## config.mk

```make
export PLATFORM = sky130hd
export DESIGN_NAME = ysyx_22041461_lsu
export DESIGN_NICKNAME = d
export VERILOG_FILES = /design/src/rtl/ysyx_22041461_lsu.sv
export SDC_FILE = /design/constraint.sdc
export NUM_CORES = 1
export LEC_CHECK = 0
export BUFFER_PORTS_ARGS = -buffer_cell sky130_fd_sc_hd__buf_4
export CORE_MARGIN = 3
export CORE_UTILIZATION = 45
export CTS_CLUSTER_SIZE = 24
export DETAILED_ROUTE_END_ITERATION = 6
export HOLD_SLACK_MARGIN = 0.15
export PLACE_DENSITY_LB_ADDON = 0.3
export SLEW_MARGIN = 0
export SYNTH_ARGS = -nofsm -noshare
export SYNTH_HDL_FRONTEND = slang
export SYNTH_SLANG_ARGS = --single-unit
```

## constraint.sdc

```tcl
create_clock -name clk -period 3.85 [get_ports clk]
set_input_delay 0.77 -clock clk [delete_from_list [all_inputs] [get_ports clk]]
set_output_delay 0.77 -clock clk [all_outputs]
set_load 0.1 [all_outputs]
```

## src/rtl/ysyx_22041461_lsu.sv

```systemverilog
// Load/store unit for the NPC memory stage: one outstanding access on a valid/ready bus,
// byte-lane placement of store data, size/sign extension of load data, misalignment errors.
module ysyx_22041461_lsu #(
  parameter int DATA_W = 64,
  parameter int ADDR_W = 64
) (
  input  logic                  clk,
  input  logic                  rst,
  input  logic                  req_valid,
  output logic                  req_ready,
  input  logic                  req_we,
  input  logic [1:0]            req_size,
  input  logic                  req_unsigned,
  input  logic [ADDR_W-1:0]     req_addr,
  input  logic [DATA_W-1:0]     req_wdata,
  output logic                  mem_req_valid,
  input  logic                  mem_req_ready,
  output logic                  mem_we,
  output logic [ADDR_W-1:0]     mem_addr,
  output logic [DATA_W-1:0]     mem_wdata,
  output logic [DATA_W/8-1:0]   mem_wmask,
  input  logic                  mem_rsp_valid,
  input  logic [DATA_W-1:0]     mem_rdata,
  output logic                  rsp_valid,
  input  logic                  rsp_ready,
  output logic [DATA_W-1:0]     rsp_data,
  output logic                  rsp_err
);
  localparam int NB    = DATA_W / 8;
  localparam int OFF_W = $clog2(NB);
  localparam logic [3:0] NB4 = 4'(NB);

  // IDLE accept | REQ bus request held | WAIT bus data | RESP result held
  localparam logic [1:0] S_IDLE = 2'd0;
  localparam logic [1:0] S_REQ  = 2'd1;
  localparam logic [1:0] S_WAIT = 2'd2;
  localparam logic [1:0] S_RESP = 2'd3;

  logic [1:0]        state_q, state_d;
  logic              we_q, we_d;
  logic [1:0]        size_q, size_d;
  logic              uns_q, uns_d;
  logic [OFF_W-1:0]  off_q, off_d;
  logic [ADDR_W-1:0] addr_q, addr_d;
  logic [DATA_W-1:0] wdata_q, wdata_d;
  logic [NB-1:0]     wmask_q, wmask_d;
  logic [DATA_W-1:0] rdata_q, rdata_d;
  logic              err_q, err_d;

  logic [OFF_W-1:0]  req_off;
  logic [3:0]        req_nbytes;
  logic              req_bad;
  logic [NB-1:0]     lane_mask;
  logic [DATA_W-1:0] wdata_shift, lane_data;
  logic [DATA_W-1:0] ld_shift, ld_ext;
  logic [6:0]        ld_bits;
  logic              ld_sign;

  assign req_off     = req_addr[OFF_W-1:0];
  assign req_nbytes  = 4'd1 << req_size;
  assign req_bad     = ((req_off & OFF_W'(req_nbytes - 4'd1)) != '0) || (req_nbytes > NB4);
  assign wdata_shift = req_wdata << {req_off, 3'b000};

  always_comb begin
    lane_mask = '0;
    lane_data = '0;
    for (int i = 0; i < NB; i++) begin
      lane_mask[i] = req_we && (i >= int'(req_off)) && (i < int'(req_off) + int'(req_nbytes));
      lane_data[8*i +: 8] = lane_mask[i] ? wdata_shift[8*i +: 8] : 8'h00;
    end
  end

  // Extension is applied at capture so rsp_data is a plain register in RESP.
  assign ld_shift = mem_rdata >> {off_q, 3'b000};
  assign ld_bits  = 7'd8 << size_q;

  always_comb begin
    ld_sign = 1'b0;
    case (size_q)
      2'd0:    ld_sign = ld_shift[7];
      2'd1:    ld_sign = ld_shift[15];
      2'd2:    ld_sign = ld_shift[31];
      default: ld_sign = ld_shift[DATA_W-1];
    endcase
    ld_ext = ld_shift;
    for (int i = 0; i < DATA_W; i++) begin
      if (i >= int'(ld_bits)) ld_ext[i] = ~uns_q & ld_sign;
    end
  end

  always_comb begin
    state_d = state_q;
    we_d    = we_q;
    size_d  = size_q;
    uns_d   = uns_q;
    off_d   = off_q;
    addr_d  = addr_q;
    wdata_d = wdata_q;
    wmask_d = wmask_q;
    rdata_d = rdata_q;
    err_d   = err_q;
    case (state_q)
      S_IDLE: begin
        if (req_valid) begin
          we_d    = req_we;
          size_d  = req_size;
          uns_d   = req_unsigned;
          off_d   = req_off;
          addr_d  = {req_addr[ADDR_W-1:OFF_W], {OFF_W{1'b0}}};
          wdata_d = lane_data;
          wmask_d = lane_mask;
          rdata_d = '0;
          err_d   = req_bad;
          state_d = req_bad ? S_RESP : S_REQ;
        end
      end
      S_REQ: begin
        if (mem_req_ready) state_d = S_WAIT;
      end
      S_WAIT: begin
        if (mem_rsp_valid) begin
          rdata_d = we_q ? '0 : ld_ext;
          state_d = S_RESP;
        end
      end
      S_RESP: begin
        if (rsp_ready) state_d = S_IDLE;
      end
      default: state_d = S_IDLE;
    endcase
  end

  always_ff @(posedge clk) begin
    if (rst) begin
      state_q <= S_IDLE;
      we_q    <= 1'b0;
      size_q  <= 2'd0;
      uns_q   <= 1'b0;
      off_q   <= '0;
      addr_q  <= '0;
      wdata_q <= '0;
      wmask_q <= '0;
      rdata_q <= '0;
      err_q   <= 1'b0;
    end else begin
      state_q <= state_d;
      we_q    <= we_d;
      size_q  <= size_d;
      uns_q   <= uns_d;
      off_q   <= off_d;
      addr_q  <= addr_d;
      wdata_q <= wdata_d;
      wmask_q <= wmask_d;
      rdata_q <= rdata_d;
      err_q   <= err_d;
    end
  end

  assign req_ready     = (state_q == S_IDLE) && !rst;
  assign mem_req_valid = (state_q == S_REQ);
  assign mem_we        = we_q;
  assign mem_addr      = addr_q;
  assign mem_wdata     = wdata_q;
  assign mem_wmask     = wmask_q;
  assign rsp_valid     = (state_q == S_RESP);
  assign rsp_data      = rdata_q;
  assign rsp_err       = err_q;

endmodule

```

# Word-level counts from Yosys, hierarchy flattened
# Cells that the tools add are included.
# totals
ff_bits	207
input_bits	202
out_inout_bits	205
word_cells	216
# op_classes
add_sub_neg	2
n_lt_le_gt_ge	80
eq_ne	9
shift	4
muxes	83
n_bitwise	3
reduce_logical	25
# op_table
operator	count
6-bit by 7-bit greater-or-equal comparator with 1-bit output, first input constant	32
64-bit 2-to-1 mux	3
64-bit one-hot mux with 2 select lines	1
5-bit by 7-bit greater-or-equal comparator with 1-bit output, first input constant	16
4-bit by 32-bit < comparator with 1-bit output, first input constant	3
3-bit by 32-bit < comparator with 1-bit output, first input constant	2
1-bit 2-to-1 mux	64
8-bit 2-to-1 mux	8
64-bit by 6-bit << shifter with 64-bit output	1
64-bit by 6-bit >> shifter with 64-bit output	1
4-bit by 7-bit greater-or-equal comparator with 1-bit output, first input constant	8
1-bit by 32-bit < comparator with 1-bit output, first input constant	1
2-bit by 32-bit < comparator with 1-bit output, first input constant	1
3-bit by 7-bit greater-or-equal comparator with 1-bit output, first input constant	4
1-bit logical AND	16
1-bit by 7-bit greater-or-equal comparator with 1-bit output, first input constant	2
2-bit by 7-bit greater-or-equal comparator with 1-bit output, first input constant	2
2-bit 2-to-1 mux	5
3-bit greater-or-equal comparator, first input constant	3
2-bit one-hot mux with 4 select lines	1
4-bit by 2-bit << shifter with 7-bit output, first input constant	1
2-bit == test, second input constant	3
1-bit by 3-bit greater-or-equal comparator with 1-bit output, first input constant	2
2-bit by 3-bit greater-or-equal comparator with 1-bit output, first input constant	2
other kinds (20)	24

# Longest topological paths before layout
# Gate-level depths: netlist (run 1).
# logic_depth
word_depth	8
depth_mapped	9
depth_no_buf	8

# Worst setup path after synthesis (run 1)
# Ideal clock, no wire load.
# synth_path
path_type	input to output
start	input rst
end	output req_ready
arrival_ns	2.491
t_required_ns	3.080
slack_ns	0.589
cell_stages	3
path_buffers	2
cell_sequence	clkbuf_1 clkbuf_1 nor2b_1
# synth_via
elab_chain_cells	2
# synth_lines
element	line	text
start: declaration	8	input logic rst,
1-bit logical NOT	159	assign req_ready = (state_q == S_IDLE) && !rst;
1-bit logical AND	159	
end: declaration	10	output logic req_ready,
# Every way passes these cells.

# Final worst setup path (run 1)
# layout_path
start	register off_q[0]
end	register rdata_q[9], in the netlist rsp_data[9]
# layout_via
elab_chain_cells	7
# layout_lines
element	line	text
start: declaration	43	logic [OFF_W-1:0] off_q, off_d;
start signal: assignment	139	off_q <= '0;
start signal: assignment	150	off_q <= off_d;
64-bit by 6-bit >> shifter with 64-bit output *	74	assign ld_shift = mem_rdata >> {off_q, 3'b000};
1-bit one-hot mux with 3 select lines	79	case (size_q)
1-bit bitwise AND	87	if (i >= int'(ld_bits)) ld_ext[i] = ~uns_q & ld_sign;
1-bit 2-to-1 mux *	87	
64-bit 2-to-1 mux *	122	rdata_d = we_q ? '0 : ld_ext;
64-bit 2-to-1 mux *	121	if (mem_rsp_valid) begin
64-bit one-hot mux with 2 select lines *	102	case (state_q)
end signal: assignment	154	rdata_q <= rdata_d;
end: declaration	47	logic [DATA_W-1:0] rdata_q, rdata_d;
# Every way passes the cells marked *; elsewhere a longest branch is shown, timed or not. The select of a mux whose other input is x is not followed.
# A chain may end at the register's enable or synchronous reset.

==> impl_metrics.py, run 1 <==
metrics = {
    "die": {
        "num_rows": 55,
        "die_h_um": 161,
        "pin_count": 407,
        "die_w_um": 161,
        "core_area_um2": 23100,
        "initial_core_util_pct": 46.6,
        "die-area_um2": 25800,
    },
    "clocking": {
        "cts_hold_buf": 0,
        "cts_setup_buffers": 0,
        "clk_path_buf_depth": 3,
        "clk_latency_ns": 0.51,
        "clock_sinks": 207,
        "htreeDepth": 1,
        "post_cts_resize_count": 0,
        "cts_root_buffer": "clkbuf_16",
        "cts_tree": "done",
        "cts-buffers-inserted": 24,
        "clkTransAtPathRegs_ns": 0.06,
    },
    "timing": {
        "fmax_mhz": 369,
        "rsz0062_at_grt": "false",
        "post-route-period-util_pct": 70.3,
        "setup_tns_ns": 0,
        "min_period_ns": 2.71,
        "drv_slew": 0,
        "slew_headroom_pct": 20.2,
        "worst_pin_slew_ns": 1.20,
        "setup_viol_count_final": 0,
        "skew_ns": 0.0101,
        "final_hold_viol_count": 0,
    },
    "synthesis": {
        "ys_types": 58,
        "synth-seq-cells": 207,
        "synth-edff-count": 0,
        "yosysTopAreaCellShare_pct": 38.6,
        "synthCells": 1211,
        "synth.largest_area_cell": "dfxtp_1",
        "synth_ff_type": "dfxtp_1",
        "synth.avg_cell_area_um2": 8.87,
        "seq_area_frac_synth_pct": 38.6,
        "async_reset_ff_share_pct": 0,
        "yosys_warnings": 0,
        "syn-cell-area_um2": 10700,
        "yosys-top-cells-area": "dfxtp_1, mux4_2, nand2_1, a21oi_1, mux2i_1",
    },
    "power_and_ir_drop": {
        "ir_drop_mv": 0.527,
        "pwr-share-clk_pct": 26.1,
        "leakage_uw": 0.00620,
        "switching_share_pct": 45.7,
        "intPower_uw": 4790,
        "p_seq_share_pct": 28.9,
        "power_uw": 8830,
        "comb_power_share_pct": 45.0,
        "powerDensity_nw_per_um2": 600,
        "p_switching_uw": 4040,
    },
    "routing": {
        "drtIter0Drc": 1307,
        "firstDrtPassIters": 6,
        "postRouteWirelength_mm": 41.0,
        "vias_per_cell": 5.93,
        "wl_per_cell_um": 21.6,
        "vias": 11200,
        "ant_nets": 0,
        "drcViolationCount": 0,
    },
    "critical_path": {
        "worstPathMaxFanout": 32,
        "critical_path.startpoint": "off_q[0]",
        "ff2ff_setup_slack_ns": 1.14,
        "required_ns": 4.28,
        "reg2reg_depth": 6,
        "critPathCapture": "rsp_data[9]",
        "worstSetupStartpointType": "register",
        "rr_startpoint": "off_q[0]",
        "end_kind": "register",
        "setup.worst_path.class": "reg2reg",
        "rr_endpoint": "rsp_data[9]",
        "worstPathArrival_ns": 3.14,
    },
    "run_status": {
        "status": "completed",
    },
    "run": {
        "maxCapViolCount": 0,
    },
    "placement": {
        "gp_congestion": 1.02,
        "dp_cells": 1850,
        "place_hpwl_mm": 30.6,
        "portBuffers": 403,
    },
    "finish": {
        "diodes": 0,
        "final_layout_size_suffix_gt1_share_pct": 35.8,
        "instances_no_fill": 1892,
        "mostFrequentLayoutCell": "buf_4",
        "area_growth_pct": 36.9,
        "layout_common_cells": "buf_4, nand2_1, dfxtp_1",
        "num-nets-final": 1775,
    },
    "hold_path": {
        "hp-class": "reg2reg",
    },
    "grt": {
        "grt_usage_pct": 30.0,
        "grt_pass1_wl_mm": 62.1,
        "antenna_found_initial": 0,
        "grt_overflow": 0,
        "grt_max_degree": 107,
        "grt_pass1_vias": 10700,
    },
}
## power by group through the flow
stage | Clock (uW) | Sequential (uW) | Combinational (uW)
floorplan | 0 | 3940 | 1600
global placement | 0 | 2580 | 3910
detailed placement | 0 | 2590 | 3950
CTS | 2340 | 2550 | 3960
global route | 2430 | 2580 | 4180
finish | 2310 | 2550 | 3970
## metrics by stage
step | cell area [um^2] | worst slack [ns] | utilization, % | hold slack (ns)
finish | 14700 | 1.14 | 63.8 | 0.452
global route | 14700 | 0.904 | 63.8 | 0.469
CTS | 14700 | 1.20 | 63.8 | 0.448
detailed placement | 13900 | 0.753 | 60.3 | 0.439
global placement | 13900 | 0.839 | 60.3 | 0.434
floorplan | 10800 | 0.589 | - | 0.465
## per-layer routing
| metal | vias to the layer above | part of all wire [%] | GRT usage (%) |
|---|---|---|---|
| met1 | 5268 | 38 | 38.3 |
| met5 | - | 0 | 0 |
| li1 | 5112 | - | - |
| met4 | 0 | 4.6 | 10.9 |
| met3 | 120 | 11 | 7.61 |
| met2 | 727 | 46 | 49.4 |
## final cells by class
type	instances	area, um^2
fill	1975	8350
multi-input combinational	885	6110
sequential	207	4150
timing repair buffer	425	3190
clock buffer	34	699
tap	313	392
clock inverter	8	96.3
inverter	20	75.1
## Yosys cell counts (7+ instances only)
| cell | count |
|---|---|
| ha_1 | 9 |
| a32o_1 | 15 |
| dfxtp_1 | 207 |
| buf_1 | 14 |
| inv_1 | 17 |
| a2bb2oi_1 | 7 |
| nor2_1 | 91 |
| mux4_2 | 48 |
| nor2b_1 | 17 |
| o21ai_0 | 79 |
| clkbuf_1 | 67 |
| mux2i_1 | 50 |
| mux2_2 | 40 |
| a221oi_1 | 12 |
| a21o_1 | 7 |
| a22oi_1 | 50 |
| buf_2 | 13 |
| a211oi_1 | 16 |
| a21oi_1 | 133 |
| o2bb2ai_1 | 16 |
| o22ai_1 | 9 |
| a22o_1 | 18 |
| nand2_1 | 217 |
## logic make-up after synthesis
logic type	after synthesis	share of synthesized area, %
compound gates	384	23.2
simple gates	349	13.2
flops	207	38.6
mux	138	18.9
buf+inv	121	4.76
fa+ha+maj	10	1.23
other cells	1	0.0349
xor+xnor	1	0.0815
## registers in the layout (all words and copies together) (netlist names)
register / flops
off_q: 3
mem_wdata: 64
state_q: 2
mem_wmask: 8
mem_we: 1
uns_q: 1
mem_addr: 61
size_q: 2
rsp_data: 64
rsp_err: 1
## worst max-delay path, stage by stage, from the launching register on
cell       delay [ns]
dfxtp_2          0.81
buf_4            0.39
nor2b_1          0.53
a2bb2oi_1        0.20
a21oi_1          0.34
o21ai_0          0.16
a21oi_1          0.19
## how the worst min path moves through the flow
stage / from / endpoint / slack (ns) / cells after the start
4_1_cts: mem_wmask[6] / mem_wmask[6] / 0.45 / 2
5_1_grt: rsp_data[14] / rsp_data[14] / 0.47 / 2
2_1_floorplan: state_q[1] / state_q[1] / 0.46 / 2
3_5_place_dp: mem_wmask[6] / mem_wmask[6] / 0.44 / 2
3_3_place_gp: mem_wmask[6] / mem_wmask[6] / 0.43 / 2
6_report: mem_wmask[6] / mem_wmask[6] / 0.45 / 2
No activity file was read; power rests on OpenSTA's default activity.
==> run 2, diff against run 1 <==
==> constraint.sdc (replaced) <==
create_clock -name clk -period 2.7 [get_ports clk]
set_input_delay 0.54 -clock clk [delete_from_list [all_inputs] [get_ports clk]]
set_output_delay 0.54 -clock clk [all_outputs]
set_load 0.1 [all_outputs]
==> run 2 against run 1 <==
Compared with the run above: the run now ends with DRC left; final cell count rose by 1.4%; worst hold slack got worse by 0.17 ns; maximum frequency rose by 11%; clock power rose by 35%; utilization rose by 0.99 points; critical path depth rose by 1; register-to-register slack got worse by 0.89 ns; clock skew rose by 0.0051 ns; non-clock buffer count rose by 30; sequential share of layout area fell by 0.43 points; via count barely moved; largest cell class unchanged; largest power group unchanged; highest routed layer unchanged.
==> impl_metrics.py, run 2 (synthesized netlist as in run 1, its figures left out) <==
metrics = {
    "power_and_ir_drop": {
        "switching_share_pct": 45.7,
        "p_switching_uw": 5740,
        "pwr-share-clk_pct": 24.8,
        "comb_power_share_pct": 46.5,
        "p_seq_share_pct": 28.7,
        "powerDensity_nw_per_um2": 839,
        "ir_drop_mv": 0.702,
        "intPower_uw": 6800,
        "leakage_uw": 0.00635,
    },
    "die": {
        "die_w_um": 161,
        "core_area_um2": 23100,
        "pin_count": 407,
        "initial_core_util_pct": 46.6,
        "die_h_um": 161,
        "die-area_um2": 25800,
        "num_rows": 55,
    },
    "clocking": {
        "clock_sinks": 207,
        "clk_path_buf_depth": 3,
        "cts_root_buffer": "clkbuf_16",
        "cts_hold_buf": 0,
        "cts-buffers-inserted": 23,
        "clkTransAtPathRegs_ns": 0.06,
        "htreeDepth": 1,
        "clk_latency_ns": 0.51,
        "cts_tree": "done",
        "post_cts_resize_count": 0,
        "cts_setup_buffers": 0,
    },
    "finish": {
        "diodes": 0,
        "layout_common_cells": "buf_4, nand2_1, dfxtp_1",
        "fin_area_um2": 14900,
        "area_growth_pct": 39.0,
        "mostFrequentLayoutCell": "buf_4",
        "final_layout_size_suffix_gt1_share_pct": 37.0,
        "num-nets-final": 1804,
        "final_core_util_pct": 64.8,
        "instances_no_fill": 1919,
    },
    "placement": {
        "gp_congestion": 0.969,
        "portBuffers": 403,
        "place_ws_ns": -0.0968,
        "place_hpwl_mm": 31.0,
        "dp_cells": 1880,
        "placed_cell_area_um2": 14200,
    },
    "timing": {
        "min_period_ns": 2.45,
        "fmax_mhz": 409,
        "drv_slew": 0,
        "post-route-period-util_pct": 90.6,
        "rsz0062_at_grt": "false",
        "worst_slack_ns": 0.254,
        "slew_headroom_pct": 50.1,
        "final_hold_viol_count": 0,
        "setup_viol_count_final": 0,
        "worst_pin_slew_ns": 0.746,
        "setup_tns_ns": 0,
        "skew_ns": 0.0152,
    },
    "routing": {
        "drtIter0Drc": 1245,
        "drcViolationCount": 12,
        "postRouteWirelength_mm": 41.3,
        "wl_per_cell_um": 21.5,
        "firstDrtPassIters": 7,
        "vias_per_cell": 5.86,
        "vias": 11200,
        "ant_nets": 0,
    },
    "critical_path": {
        "crit_slowest_cell": "o32ai_1",
        "worstPathMaxFanout": 7,
        "slowest_delay_ns": 0.58,
        "reg2reg_depth": 7,
        "required_ns": 3.14,
        "ff2ff_setup_slack_ns": 0.25,
        "end_kind": "register",
        "path_cells": "inv_1 -> ha_1 -> nor4bb_1 -> nand2_1 -> o32ai_1 -> o21ai_0 -> a21oi_1",
        "rr_endpoint": "rsp_data[12]",
        "worst-path-buf-inv": 1,
        "crit_family": "compound AO/OA/AOI/OAI gates",
        "setup.worst_path.class": "reg2reg",
        "rr_startpoint": "state_q[0]",
        "worstPathArrival_ns": 2.88,
        "worstSetupStartpointType": "register",
    },
    "grt": {
        "antenna_found_initial": 0,
        "grt_usage_pct": 30.3,
        "grt_pass1_wl_mm": 62.7,
        "grt_overflow": 0,
        "grt_max_degree": 86,
        "grt_pass1_vias": 10900,
    },
    "run_status": {
        "failed_checks": "DRC",
        "status": "complete, but fails checks",
    },
    "hold_path": {
        "hold_path_depth": 3,
        "hold_path_end": "mem_addr[30]",
        "hp-start": "req_addr[30]",
        "hp-class": "in2reg",
    },
    "run": {
        "maxCapViolCount": 0,
    },
}
## run 2: changes by cell type in the layout (fill, tap and decap cells not counted), moves of 2 or more
cell	before	now
buf_4	425	451
clkbuf_8	4	8
clkbuf_16	25	23
buf_12	0	4
## run 2: metrics by stage
step / hold WS (ns) / power [uW]
2_1_floorplan: 0.465 / 7900
3_3_place_gp: 0.432 / 9390
3_5_place_dp: 0.436 / 9440
4_1_cts: 0.265 / 12600
5_1_grt: 0.277 / 13100
6_report: 0.282 / 12500
## run 2: worst min-delay path, cell delays in order
cell     delay (ns)
buf_4          0.11
nand2_1        0.05
a21oi_1        0.05
## run 2: worst max path at each step
stage,startpoint,end,slack (ns),cells after the start
after global placement,req_size[0],mem_wdata[35],0.05,9
after CTS,state_q[0],rsp_data[12],0.26,7
final,state_q[0],rsp_data[12],0.25,7
after global routing,state_q[0],rsp_data[12],0.04,7
after detailed placement,req_size[0],mem_wdata[36],-0.1,9
after floorplan,req_size[0],mem_wdata[0],0.23,8
## run 2: cell type report
type / count / area (um^2)
multi-input cells: 885 / 6110
clock buffers: 35 / 701
fillers: 1910 / 8120
well taps: 313 / 392
clock inverters: 4 / 45.0
inverters: 20 / 75.1
flip-flops and latches: 207 / 4150
repair buffers: 455 / 3470
## run 2: layer usage
metal / global-route usage [%] / up-vias / share of wire [%]
li1: - / 5155 / -
met1: 37.5 / 5229 / 37
met2: 50.9 / 725 / 47
met3: 7.94 / 129 / 11
met4: 10.8 / 0 / 4.8
met5: 0 / - / 0
## run 2: power by group through the flow
| stage | Sequential [uW] | Clock (uW) | Combinational [uW] |
|---|---|---|---|
| global route | 3630 | 3300 | 6130 |
| global placement | 3640 | 0 | 5750 |
| floorplan | 5620 | 0 | 2280 |
| detailed placement | 3650 | 0 | 5790 |
| CTS | 3590 | 3160 | 5810 |
| finish | 3590 | 3110 | 5830 |
